`src/rtl/out_uart_tx.sv`:
```
// rtl/out_uart_tx.sv - capture FIFO for the Out register feeding an LSB-first UART serialiser
// Define OUT_UART_TX_PARITY_EN to add an even-parity bit after the data bits.
module out_uart_tx #(
  parameter int WIDTH        = 8,
  parameter int FIFO_DEPTH   = 8,
  parameter int CLKS_PER_BIT = 434
) (
  input  logic             clk,
  input  logic             rst_n,
  input  logic             clk_en,
  input  logic             i_load_en,
  input  logic [WIDTH-1:0] i_load_data,
  output logic             o_tx,
  output logic             o_busy,
  output logic             o_full,
  output logic             o_overflow
);
  localparam int AW = $clog2(FIFO_DEPTH);
  localparam int CW = $clog2(CLKS_PER_BIT);
  localparam int IW = $clog2(WIDTH + 1);
  localparam logic [CW-1:0] BAUD_LAST = CW'(CLKS_PER_BIT - 1);
  localparam logic [IW-1:0] IDX_LAST  = IW'(WIDTH - 1);

  typedef enum logic [2:0] {
    IDLE,
    START,
    DATA,
`ifdef OUT_UART_TX_PARITY_EN
    PARITY,
`endif
    STOP
  } state_t;

  logic [WIDTH-1:0] mem [FIFO_DEPTH];
  logic [AW:0]      wr_ptr;
  logic [AW:0]      rd_ptr;
  logic [WIDTH-1:0] head;
  logic [WIDTH-1:0] shift;
  logic [CW-1:0]    baud;
  logic [IW-1:0]    bit_idx;
  state_t           state;
  logic             empty;
  logic             tick;
  logic             pop;
  logic             wr_req;
  logic             do_wr;
`ifdef OUT_UART_TX_PARITY_EN
  logic             parity;
`endif

  assign empty  = (wr_ptr == rd_ptr);
  assign o_full = (wr_ptr[AW] != rd_ptr[AW]) && (wr_ptr[AW-1:0] == rd_ptr[AW-1:0]);
  assign head   = mem[rd_ptr[AW-1:0]];
  assign tick   = (baud == BAUD_LAST);
  // The stop-bit tick pops the next byte so consecutive frames have no idle gap.
  assign pop    = !empty && ((state == IDLE) || ((state == STOP) && tick));
  assign wr_req = clk_en && i_load_en;
  assign do_wr  = wr_req && (!o_full || pop);
  assign o_busy = (state != IDLE) || !empty;

  always_ff @(posedge clk) begin
    if (do_wr) mem[wr_ptr[AW-1:0]] <= i_load_data;
  end

  always_ff @(posedge clk or negedge rst_n) begin
    if (!rst_n) begin
      wr_ptr     <= '0;
      rd_ptr     <= '0;
      o_overflow <= 1'b0;
    end else begin
      if (do_wr) wr_ptr <= wr_ptr + 1'b1;
      if (pop) rd_ptr <= rd_ptr + 1'b1;
      if (wr_req && !do_wr) o_overflow <= 1'b1;
    end
  end

  always_ff @(posedge clk or negedge rst_n) begin
    if (!rst_n) begin
      state   <= IDLE;
      baud    <= '0;
      bit_idx <= '0;
      shift   <= '0;
      o_tx    <= 1'b1;
`ifdef OUT_UART_TX_PARITY_EN
      parity  <= 1'b0;
`endif
    end else begin
      baud <= ((state == IDLE) || tick) ? '0 : baud + 1'b1;
      if (pop) begin
        shift <= head;
        state <= START;
        o_tx  <= 1'b0;
`ifdef OUT_UART_TX_PARITY_EN
        parity <= ^head;
`endif
      end else if (tick) begin
        case (state)
          START: begin
            state   <= DATA;
            bit_idx <= '0;
            o_tx    <= shift[0];
          end
          DATA: begin
            shift   <= shift >> 1;
            bit_idx <= bit_idx + 1'b1;
            if (bit_idx == IDX_LAST) begin
`ifdef OUT_UART_TX_PARITY_EN
              state <= PARITY;
              o_tx  <= parity;
`else
              state <= STOP;
              o_tx  <= 1'b1;
`endif
            end else begin
              o_tx <= shift[1];
            end
          end
`ifdef OUT_UART_TX_PARITY_EN
          PARITY: begin
            state <= STOP;
            o_tx  <= 1'b1;
          end
`endif
          STOP: begin
            state <= IDLE;
            o_tx  <= 1'b1;
          end
          default: ;
        endcase
      end
    end
  end
endmodule

```
`config.mk`:
```
export PLATFORM = sky130hd
export DESIGN_NAME = out_uart_tx
export DESIGN_NICKNAME = d
export VERILOG_FILES = /design/src/rtl/out_uart_tx.sv
export SDC_FILE = /design/constraint.sdc
export NUM_CORES = 1
export LEC_CHECK = 0
export ABC_AREA = 1
export CAP_MARGIN = 20
export CORE_UTILIZATION = 30
export CTS_CLUSTER_DIAMETER = 150
export DETAILED_ROUTE_END_ITERATION = 8
export RECOVER_POWER = 25
export SYNTH_ARGS = -nofsm -noshare
export SYNTH_HDL_FRONTEND = slang
export SYNTH_SLANG_ARGS = --single-unit
```
`constraint.sdc`:
```
create_clock -name clk -period 3.6 [get_ports clk]
set_input_delay 1.08 -clock clk [delete_from_list [all_inputs] [get_ports clk]]
set_output_delay 1.08 -clock clk [all_outputs]
set_load 0.01 [all_outputs]
```
# [Yosys cells after proc, flatten, opt, wreduce, memory -nomap -nowiden]
# Memories as Yosys holds them, arrays and structs flattened.
# Index checks and enable logic that the tools add are counted.
[totals] elab_cells=61 ram_bits=64 out_inout_bits=4 mem_bits_ro=0 register_bits=34 mem_count=1 in_bits=12 latchBits=0
[memory_table] name="mem" depth=8 width=8 rd=1 rd_clocked_by_memory_dff=0 wr=1 line_no="34" source="logic [WIDTH-1:0] mem [FIFO_DEPTH];"
[classes] n_bitwise=1 reduce_logical=23 eq_ne=9 n_shift=0 n_div=0 order_cmp=0 multipliers=0 add_sub_neg=4 muxes=15
[op_table] operator="two-way mux 8 bit" n=3
[op_table] operator="adder 4 x 1 -> 4 bit, second input constant" n=3
[op_table] operator="adder 9 x 1 -> 9 bit, second input constant" n=1
[op_table] operator="equality test 9 bit, second input constant" n=1
[op_table] operator="two-way mux 3 bit" n=3
[op_table] operator="two-way mux 9 bit" n=1
[op_table] operator="case mux 3 bit (3 select lines)" n=1
[op_table] operator="case mux 4 bit (2 select lines)" n=1
[op_table] operator="equality test 3 x 2 -> 1 bit, second input constant" n=2
[op_table] operator="logical AND 1 bit" n=6
[op_table] operator="AND reduction 3 bit" n=2
[op_table] operator="nonzero test 2 bit" n=3
[op_table] operator="two-way mux 1 bit" n=5
[op_table] operator="equality test 4 x 3 -> 1 bit, second input constant" n=1
[op_table] operator="equality test 4 bit" n=1
[op_table] operator="logical OR 1 bit" n=4
[op_table] operator="AND reduction 2 bit" n=2
[op_table] operator="nonzero test 4 bit" n=1
[op_table] operator="equality test 3 x 1 -> 1 bit, second input constant" n=1
[op_table] operator="equality test 3 bit" n=1
[op_table] operator="zero test 1 bit" n=3
[op_table] operator="zero test 3 bit" n=1
[op_table] operator="!= test 3 bit, second input constant" n=1
[op_table] operator="case mux 1 bit (3 select lines)" n=1
[op_table] operator="3 further kinds" n=3

# [Longest topological paths before layout]
# Gate-level depths: netlist of run 1.
[depth] depth_word=8 ltp_mapped=12 mapped_depth_nobuf=11

# [Least setup slack after synthesis of run 1]
# No wires, ideal clock.
[synth_timing] path_type="input-to-reg" start="input port clk_en" end="memory mem[0][0], enable pin" setup_time_ns=0.370 slack_ns=1.461 n_path_buf=0 t_arrival_ns=1.769 path_stages=4 required_ns=3.230 path_cell_list="nand2_1 -> inv_1 -> nand2_2 -> nor2_1"
[synth_between] elab_chain_len=4
[synth_rtl] item="from (decl)" line_no="10" source="input logic clk_en,"
[synth_rtl] item="logical AND 1 bit" line_no="57" source="assign wr_req = clk_en && i_load_en;"
[synth_rtl] item="logical AND 1 bit" line_no="58" source="assign do_wr = wr_req && (!o_full || pop);"
[synth_rtl] item="two-way mux 1 bit" line_no="62" source="if (do_wr) mem[wr_ptr[AW-1:0]] <= i_load_data;"
[synth_rtl] item="two-way mux 1 bit (implied by the code)" line_no="62"
[synth_rtl] item="to (decl)" line_no="34"
# No other way between the ends.

# [Worst setup path in the final report of run 1]
[layout_timing] start="register rd_ptr[2]" end="output port o_full"
[layout_between] elab_chain_len=2
[layout_rtl] item="from (decl)" line_no="36" source="logic [AW:0] rd_ptr;"
[layout_rtl] item="from (signal assigned)" line_no="72" source="if (pop) rd_ptr <= rd_ptr + 1'b1;"
[layout_rtl] item="equality test 3 bit" line_no="52" source="assign o_full = (wr_ptr[AW] != rd_ptr[AW]) && (wr_ptr[AW-1:0] == rd_ptr[AW-1:0]);"
[layout_rtl] item="logical AND 1 bit" line_no="52"
[layout_rtl] item="to (decl)" line_no="15" source="output logic o_full,"
# No other way between the ends.

==> impl_metrics.tcl, run 1 <==
set metrics [dict create \
    p_switching_mw 1.298 \
    grt_pass1_wl_mm 15.32 \
    antenna_found_initial 0 \
    vias 3132 \
    core_sq_um 14530 \
    cts_tree "yes" \
    p_leak_nw 2.167 \
    finalCriticalPeriod_ns 3.188 \
    hold_depth 1 \
    hp-start "o_overflow" \
    final_cell_area_sq_um 5179 \
    synth_edf_count 64 \
    critical_path.cell_chain "inv_2, nand2_1, nand2_2, nor3_4, clkdlybuf4s50_1" \
    setup_viol 0 \
    rows 44 \
    syn_nets 492 \
    worstHoldEndpoint "o_overflow" \
    synth_most_common_cell "nand2_1" \
    p_int_mw 2.351 \
    fin_tns_setup_ns 0 \
    drtAntennaViolNets 0 \
    reg2reg_depth 11 \
    gp_congestion 0.7666 \
    first_global_vias 3044 \
    seq_power_share 0.410 \
    place_inst 666 \
    r2r-end "mem[3][1]" \
    detail_route.wl_per_cell_um 13.43 \
    syn_inst 471 \
    crit_arrival_ns 2.11 \
    die_h_um 124.3 \
    port_buffers 15 \
    synth_top_flop_cell "edfxtp_1" \
    synth_top_area_share 0.4286 \
    synth_seq_cells 97 \
    vias_per_cell 4.592 \
    grt_max_degree 40 \
    synth.distinct_cells 29 \
    period_share 0.8855 \
    slew_viol_final 34 \
    fin_nets 514 \
    holdBufCountCts 0 \
    p_sw_frac 0.3557 \
    combPwrFrac 0.302 \
    final_cells 682 \
    end_kind "output pin" \
    path_buf_inv 2 \
    hpwl_mm 5.970 \
    io_pins 16 \
    wirelength_mm 9.160 \
    async_reset_ff_frac 0.3402 \
    fill_cells 1473 \
    initial_core_util 0.3085 \
    insertion_delay_ns 0.35 \
    cts_buffer_depth 2 \
    max-cap-violations 1 \
    clkPwrFrac 0.288 \
    worst_pin_slew_ns 1.804 \
    yosys.area.top_type "edfxtp_1" \
    yosys-top-cells-count "nand2_1, edfxtp_1, nor2_1, nand3_1" \
    netlist_top_cells_area "edfxtp_1, dfrtp_1, nand2_1, nand3_1, nor2_1" \
    critPathMaxStageDelay_ns 0.58 \
    critPathKind "flip-flop to output pin" \
    diodes 0 \
    ir_drop_mv 0.2714 \
    drive_gt1_frac 0.09036 \
    clock-root-buffer "clkbuf_16" \
    setup_slack_ns 0.4123 \
    r2r_slack_ns 1.27 \
    slew_headroom -0.2024 \
    cts_made_buffers 9 \
    drt_first_pass_iters 4 \
    cp_slowest_cell "dfrtp_1" \
    status "finished with violations" \
    hold_viol_final 0 \
    powerDensity_nw_per_um2 704.6 \
    drc_errors 0 \
    place_ws_ns 0.7848 \
    area_growth_syn_to_layout_pct 15.49 \
    hold_class "flip-flop to flip-flop" \
    r2r-start "baud[1]" \
    dpl_cell_area_sq_um 4867 \
    yosysWarnings 0 \
    grt_overflow 0 \
    avgSynthCellArea_sq_um 9.521 \
    worstPathMaxFanout 12 \
    cp.required_ns 2.52 \
    syn_area_sq_um 4484 \
    clock-sinks 97 \
    postCtsSetupBuffers 0 \
    first_iter_violations 183 \
    ys_seq_area_frac 0.6130 \
    start_kind "flip-flop" \
    violations "capacitance limit, slew limit" \
    cts_resized 0 \
    die_area_sq_um 15440 \
    fmax_ghz 0.3137 \
    groute.usage.overall 0.1267 \
    rsz0062_at_grt "false" \
    clk_pin_slew_ns 0.07 \
    finClkSkew_ns 0.004678 \
    cp_top_family "buffers and inverters" \
    cts-htree-levels 3 \
    dieWidth_um 124.3 \
]
[flip-flops by register name, summed over array words and instances, names as in the netlist]
register    flops
o_tx            1
wr_ptr          4
mem            64
baud            9
shift           8
o_overflow      1
state           2
rd_ptr          4
bit_idx         4
[logic make-up (layout without fill, tap and decap cells)]
group / Yosys count / after routing / share of synthesized area
AO/OA/AOI/OAI: 41 / 41 / 0.04660
XOR/XNOR: 4 / 4 / 0.007812
adder cells (fa/ha/maj): 9 / 9 / 0.02511
buffers and inverters: 55 / 82 / 0.05218
flip-flops: 97 / 97 / 0.6130
AND/OR/NAND/NOR: 265 / 265 / 0.2553
[worst max path at each step]
stage               from   endpoint  slack (ns)  depth (start not counted)
3_3_place_gp   rd_ptr[2]     o_full        0.84                          5
6_report       rd_ptr[2]     o_full        0.41                          5
3_5_place_dp   rd_ptr[2]     o_full        0.78                          5
2_1_floorplan     clk_en  mem[0][0]        1.46                          4
5_1_grt        rd_ptr[2]     o_full        0.30                          5
4_1_cts        rd_ptr[2]     o_full        0.39                          5
[final cells by class]
type	instances	area, sq um	area share
inverters	39	146.4	0.02827
well taps	184	230.2	0.04446
multi-input cells	319	1489	0.2875
flip-flops and latches	97	2749	0.5308
clock buffers	10	229.0	0.04421
repair buffers	27	236.5	0.04566
clock inverters	6	98.84	0.01909
[layer usage]
layer	share of wire	vias up	track usage
met4	0.017	0	0.04890
met1	0.47	1470	0.1703
li1	-	1592	-
met2	0.47	53	0.1969
met5	0	-	0
met3	0.048	17	0.03050
[cells in the final DEF (no fill, tap or decap), drive strengths merged]
master	count
o22ai	1
xor2	4
nor3b	4
buf	11
clkdlybuf4s50	13
nand4	3
a21oi	4
nand2	159
bufinv	2
edfxtp	64
nor2	50
o21bai	1
dfstp	1
inv	42
nand3	42
nor3	7
o21ai	35
clkbuf	11
dfrtp	32
ha	9
clkinvlp	1
dlygate4sd3	2
[power groups by stage]
stage | sequential (mW) | combinational [mW] | clock, mW
final | 1.50 | 1.10 | 1.05
after global routing | 1.52 | 1.26 | 1.13
after CTS | 1.49 | 1.12 | 1.08
after detailed placement | 1.52 | 1.12 | 0
after global placement | 1.51 | 1.09 | 0
after floorplan | 1.47 | 0.868 | 0
[through the flow]
step	total power, mW	utilization	hold WS, ns
after floorplan	2.337	-	0.4581
after global placement	2.600	0.3349	0.4634
after detailed placement	2.634	0.3349	0.4733
after CTS	3.700	0.3574	0.4886
after global routing	3.904	0.3563	0.4935
final	3.649	0.3563	0.4805
Power figures use the tool's default switching activity.
==> inputs of run 2 (changes only) <==
ABC_AREA = unset   (was 1)
GPL_ROUTABILITY_DRIVEN = 1   (was unset)
==> run 2 against run 1 <==
  * The run still ends with capacitance limit, slew limit left
  * Sequential power increased by 7%
  * Register-to-register slack got worse by 0.06 ns
  * Global-route usage decreased by 0.87 points
  * Clock power decreased by 9.5%
  * Non-clock buffer count decreased by 6
  * Maximum frequency decreased by 6.4%
  * Power decreased by 0.14%
  * First-iteration DRC count decreased by 34%
  * Clock skew increased by 0.0064 ns
==> impl_metrics.tcl, run 2 <==
set metrics [dict create \
    status "finished with violations" \
    violations "capacitance limit, slew limit" \
    cts_tree "yes" \
    multi_input_area_sq_um 1494 \
    grtUsageMet3 0.03067 \
    finClkSkew_ns 0.01107 \
    powerDensity_nw_per_um2 732.0 \
    first_global_vias 2264 \
    grt-busiest-layer "met2" \
    cts_made_buffers 9 \
    ir_drop_mv 0.2797 \
    worst_pin_slew_ns 1.769 \
    yosysWarnings 0 \
    drtAntennaViolNets 0 \
    grt_overflow 0 \
    rows 43 \
    clock-root-buffer "clkbuf_16" \
    area_growth_syn_to_layout_pct 14.51 \
    cp_top_family "flip-flops" \
    fin_nets 306 \
    diodes 0 \
    holdBufCountCts 0 \
    max-cap-violations 1 \
    place_inst 454 \
    hpwl_mm 5.573 \
    synth_most_common_cell "edfxtp_1" \
    vias_per_cell 4.791 \
    worstPathMaxFanout 11 \
    grt_pass1_wl_mm 12.88 \
    netlist_top_cells_area "edfxtp_1, dfrtp_1, mux4_2, mux2i_1, ha_1" \
    period_share 0.9459 \
    regArea_sq_um 2749 \
    met1_usage 0.1611 \
    critPathMaxStageDelay_ns 0.70 \
    dieWidth_um 122.4 \
    synth_top_flop_cell "edfxtp_1" \
    dpl_cell_area_sq_um 4686 \
    fin_tns_setup_ns 0 \
    die_area_sq_um 14970 \
    slew_viol_final 34 \
    synth.distinct_cells 55 \
    hold_depth 1 \
    place_ws_ns 0.5487 \
    fmax_ghz 0.2937 \
    synth_edf_count 64 \
    crit_arrival_ns 2.33 \
    antenna_found_initial 0 \
    setup_viol 0 \
    rsz0062_at_grt "false" \
    syn_area_sq_um 4347 \
    p_total_mw 3.644 \
    postCtsSetupBuffers 0 \
    detail_route.wl_per_cell_um 17.00 \
    yosys-top-cells-count "edfxtp_1, dfrtp_1, mux2i_1, nor2_1, mux4_2" \
    setup_slack_ns 0.1946 \
    synth_seq_cells 97 \
    vias 2247 \
    end_kind "output pin" \
    path_buf_inv 1 \
    syn_inst 264 \
    groute.usage.overall 0.1181 \
    hold_class "flip-flop to flip-flop" \
    yosys.area.top_type "edfxtp_1" \
    postLayoutCoreUtil 0.3558 \
    reg2reg_depth 4 \
    drc_errors 0 \
    gp_congestion 0.7973 \
    cts-htree-levels 3 \
    initial_core_util 0.3107 \
    synth_top_area_share 0.4421 \
    wirelength_mm 7.973 \
    hold_viol_final 0 \
    core_sq_um 13990 \
    clock-sinks 97 \
    crit_cells 3 \
    start_kind "flip-flop" \
    grt_max_degree 34 \
    cts_resized 0 \
    clk_pin_slew_ns 0.07 \
    largest_reg_flops 64 \
    die_h_um 122.4 \
    mostFrequentLayoutCell "edfxtp_1" \
    drive_gt1_frac 0.1799 \
    first_iter_violations 120 \
    cts_buffer_depth 2 \
    slew_headroom -0.1791 \
    avgSynthCellArea_sq_um 16.46 \
    insertion_delay_ns 0.34 \
    syn_nets 285 \
    io_pins 16 \
    critPathKind "flip-flop to output pin" \
    critical_path.cell_chain "xor2_2, nor4_4, clkdlybuf4s50_1" \
    fill_cells 1349 \
    ys_seq_area_frac 0.6324 \
    final_cell_mix "edfxtp_1, dfrtp_1, mux2i_1" \
    final_cell_area_sq_um 4977 \
    final_cells 469 \
    p_leak_nw 1.823 \
    holdWs_ns 0.4785 \
    cp_slowest_cell "dfrtp_1" \
    cp.required_ns 2.52 \
    finalCriticalPeriod_ns 3.405 \
    use_met2 0.1784 \
    port_buffers 15 \
    async_reset_ff_frac 0.3402 \
    drt_first_pass_iters 4 \
]
## run 2: cell count changes after synthesis, moves of 7 or more
cell | previous run | this run
inv_1 | 32 | 6
mux4_2 | 0 | 16
mux2i_1 | 0 | 24
o21ai_0 | 29 | 0
inv_2 | 7 | 0
nand2_1 | 150 | 10
nand3_1 | 41 | 5
nor2_1 | 47 | 19
## run 2: worst register-to-register path, delay by kind of cell, from the launching register on
family | cells | cell delay (ns)
flops | 1 | 0.70
simple gates | 2 | 0.62
compound gates | 1 | 0.39
xor+xnor | 1 | 0.34
## run 2: layout make-up
class | instances | share of cell area
repair buffers | 21 | 0.03846
clock buffers | 10 | 0.04600
multi-input cells | 150 | 0.3002
clock inverters | 5 | 0.01332
inverters | 6 | 0.004525
flip-flops and latches | 97 | 0.5523
well taps | 180 | 0.04525
## run 2: cells by family (layout without fill, tap and decap cells)
kind of cell,Yosys count,in the layout,synth area share
buffers and inverters,17,42,0.02389
DFF,97,97,0.6324
and+or+nand+nor,64,64,0.09298
adders and majority gates,9,9,0.02591
AOI/OAI and AO/OA,18,18,0.03800
xor gates and xnor gates,16,16,0.04001
muxes,43,43,0.1468
## run 2: per-layer routing
layer,vias to the layer above,part of all wire
met3,13,0.036
li1,1058,-
met4,0,0.021
met5,-,0
met2,42,0.47
met1,1134,0.47
## run 2: power breakdown
group | total, mW | internal [mW] | switching [mW]
registers | 1.60 | 1.39 | 0.212
clock network | 0.950 | 0.542 | 0.408
logic | 1.09 | 0.524 | 0.569
total | 3.64 | 2.45 | 1.19
## run 2: worst paths after layout
kind | start | to | slack [ns]
worst max-delay path | rd_ptr[2] | o_full | 0.19
worst min-delay path | o_overflow | o_overflow | 0.48
worst max register to register | rd_ptr[2] | mem[6][5] | 1.21
worst min register to register | o_overflow | o_overflow | 0.48
max in group asynchronous | rst_n | bit_idx[1] | 0.83
min in group asynchronous | rst_n | baud[4] | 1.75
==> inputs of run 3 (changes only) <==
GPL_ROUTABILITY_DRIVEN = 0   (was 1)
PLACE_DENSITY_LB_ADDON = 0.2   (was unset)
==> run 3 against run 2 <==
  * Clock skew decreased by 0.0023 ns
  * Power is 0.41% higher
  * Design area is 0.53% higher
  * Critical endpoint unchanged
  * The run still ends with capacitance limit, slew limit left
  * Die area is the same
  * Register-to-register slack barely moved
  * Largest power group unchanged
==> impl_metrics.tcl, run 3 (synthesis results as in run 2) <==
set metrics [dict create \
    status "finished with violations" \
    violations "capacitance limit, slew limit" \
    setup_viol 0 \
    worstPathMaxFanout 11 \
    powerDensity_nw_per_um2 731.2 \
    antenna_found_initial 0 \
    clk_pin_slew_ns 0.07 \
    area_growth_syn_to_layout_pct 15.11 \
    finalCriticalPeriod_ns 3.281 \
    cts_buffer_depth 2 \
    setup_slack_ns 0.3189 \
    slew_viol_final 34 \
    holdWs_ns 0.4736 \
    postCtsSetupBuffers 0 \
    cts-htree-levels 3 \
    fmax_ghz 0.3048 \
    p_leak_nw 1.840 \
    dpl_cell_area_sq_um 4693 \
    cts_made_buffers 9 \
    critPathKind "flip-flop to output pin" \
    postLayoutCoreUtil 0.3577 \
    p_total_mw 3.658 \
    final_cells 471 \
    final_cell_mix "edfxtp_1, dfrtp_1, mux2i_1" \
    drc_errors 0 \
    routedLengthMet1_mm 3.879 \
    ir_drop_mv 0.3307 \
    wl_met2_mm 3.550 \
    period_share 0.9114 \
    slew_headroom -0.2676 \
    core_sq_um 13990 \
    hpwl_mm 5.269 \
    die_area_sq_um 14970 \
    vias 2228 \
    rows 43 \
    clock-sinks 97 \
    drt_first_pass_iters 4 \
    drtAntennaViolNets 0 \
    cts_tree "yes" \
    worst_pin_slew_ns 1.901 \
    detail_route.wl_per_cell_um 16.66 \
    grt_max_degree 34 \
    port_buffers 15 \
    vias_per_cell 4.730 \
    end_kind "output pin" \
    fin_nets 307 \
    first_iter_violations 159 \
    clock-root-buffer "clkbuf_16" \
    io_pins 16 \
    final_cell_area_sq_um 5004 \
    hold_viol_final 0 \
    grt_overflow 0 \
    grt_pass1_wl_mm 13.10 \
    finClkSkew_ns 0.008719 \
    rsz0062_at_grt "false" \
    dieWidth_um 122.4 \
    die_h_um 122.4 \
    diodes 0 \
    groute.usage.overall 0.1217 \
    cts_resized 0 \
    highest_layer "met4" \
    start_kind "flip-flop" \
    mostFrequentLayoutCell "edfxtp_1" \
    initial_core_util 0.3107 \
    largest_reg_flops 64 \
    hold_class "flip-flop to flip-flop" \
    wirelength_mm 7.846 \
    crit_arrival_ns 2.20 \
    holdBufCountCts 0 \
    drive_gt1_frac 0.1890 \
    fin_tns_setup_ns 0 \
    wl_met3_um 313 \
    insertion_delay_ns 0.36 \
    cp.required_ns 2.52 \
    place_inst 455 \
    max-cap-violations 1 \
    first_global_vias 2303 \
    place_ws_ns 0.5566 \
]
## run 3: changes by cell type in the layout (fill, tap and decap cells not counted), sizes merged
cell	delta
clkdlybuf4s50	-1
clkbuf	-1
inv	+3
clkinvlp	-1
buf	+1
clkinv	+1
bufinv	-1
dlygate4sd3	+1
## run 3: cell type report
| type | instances | area [sq um] |
|---|---|---|
| repair buffers | 22 | 198.9 |
| fillers | 1335 | 8985 |
| inverters | 6 | 22.52 |
| multi-input cells | 150 | 1494 |
| clock inverters | 7 | 88.84 |
| clock buffers | 9 | 225.2 |
| well taps | 180 | 225.2 |
| flip-flops and latches | 97 | 2749 |
## run 3: per-layer routing
metal / vias up / GRT usage
met3: 9 / 0.04182
met5: - / 0
met1: 1126 / 0.1682
met4: 0 / 0.04573
li1: 1054 / -
met2: 39 / 0.1752
## run 3: worst max-delay path, stage by stage, from the launching register on
cell and delay (ns):
dfrtp_1 0.53, xor2_4 0.26, nor4_4 0.44, clkdlybuf4s50_1 0.61
## run 3: where the power goes
part	switching, mW	internal [mW]
clock	0.479	0.501
sequential	0.178	1.39
combinational	0.583	0.529
## run 3: path summary, 6_finish.rpt
check | start | end | slack [ns] | cells after the start
setup reg to reg | baud[1] | mem[3][2] | 1.21 | 6
setup / recovery | wr_ptr[1] | o_full | 0.32 | 3
min in group asynchronous | rst_n | baud[7] | 1.79 | 2
hold reg to reg | o_overflow | o_overflow | 0.47 | 1
max in group asynchronous | rst_n | shift[4] | 0.72 | 2
hold / removal | o_overflow | o_overflow | 0.47 | 1
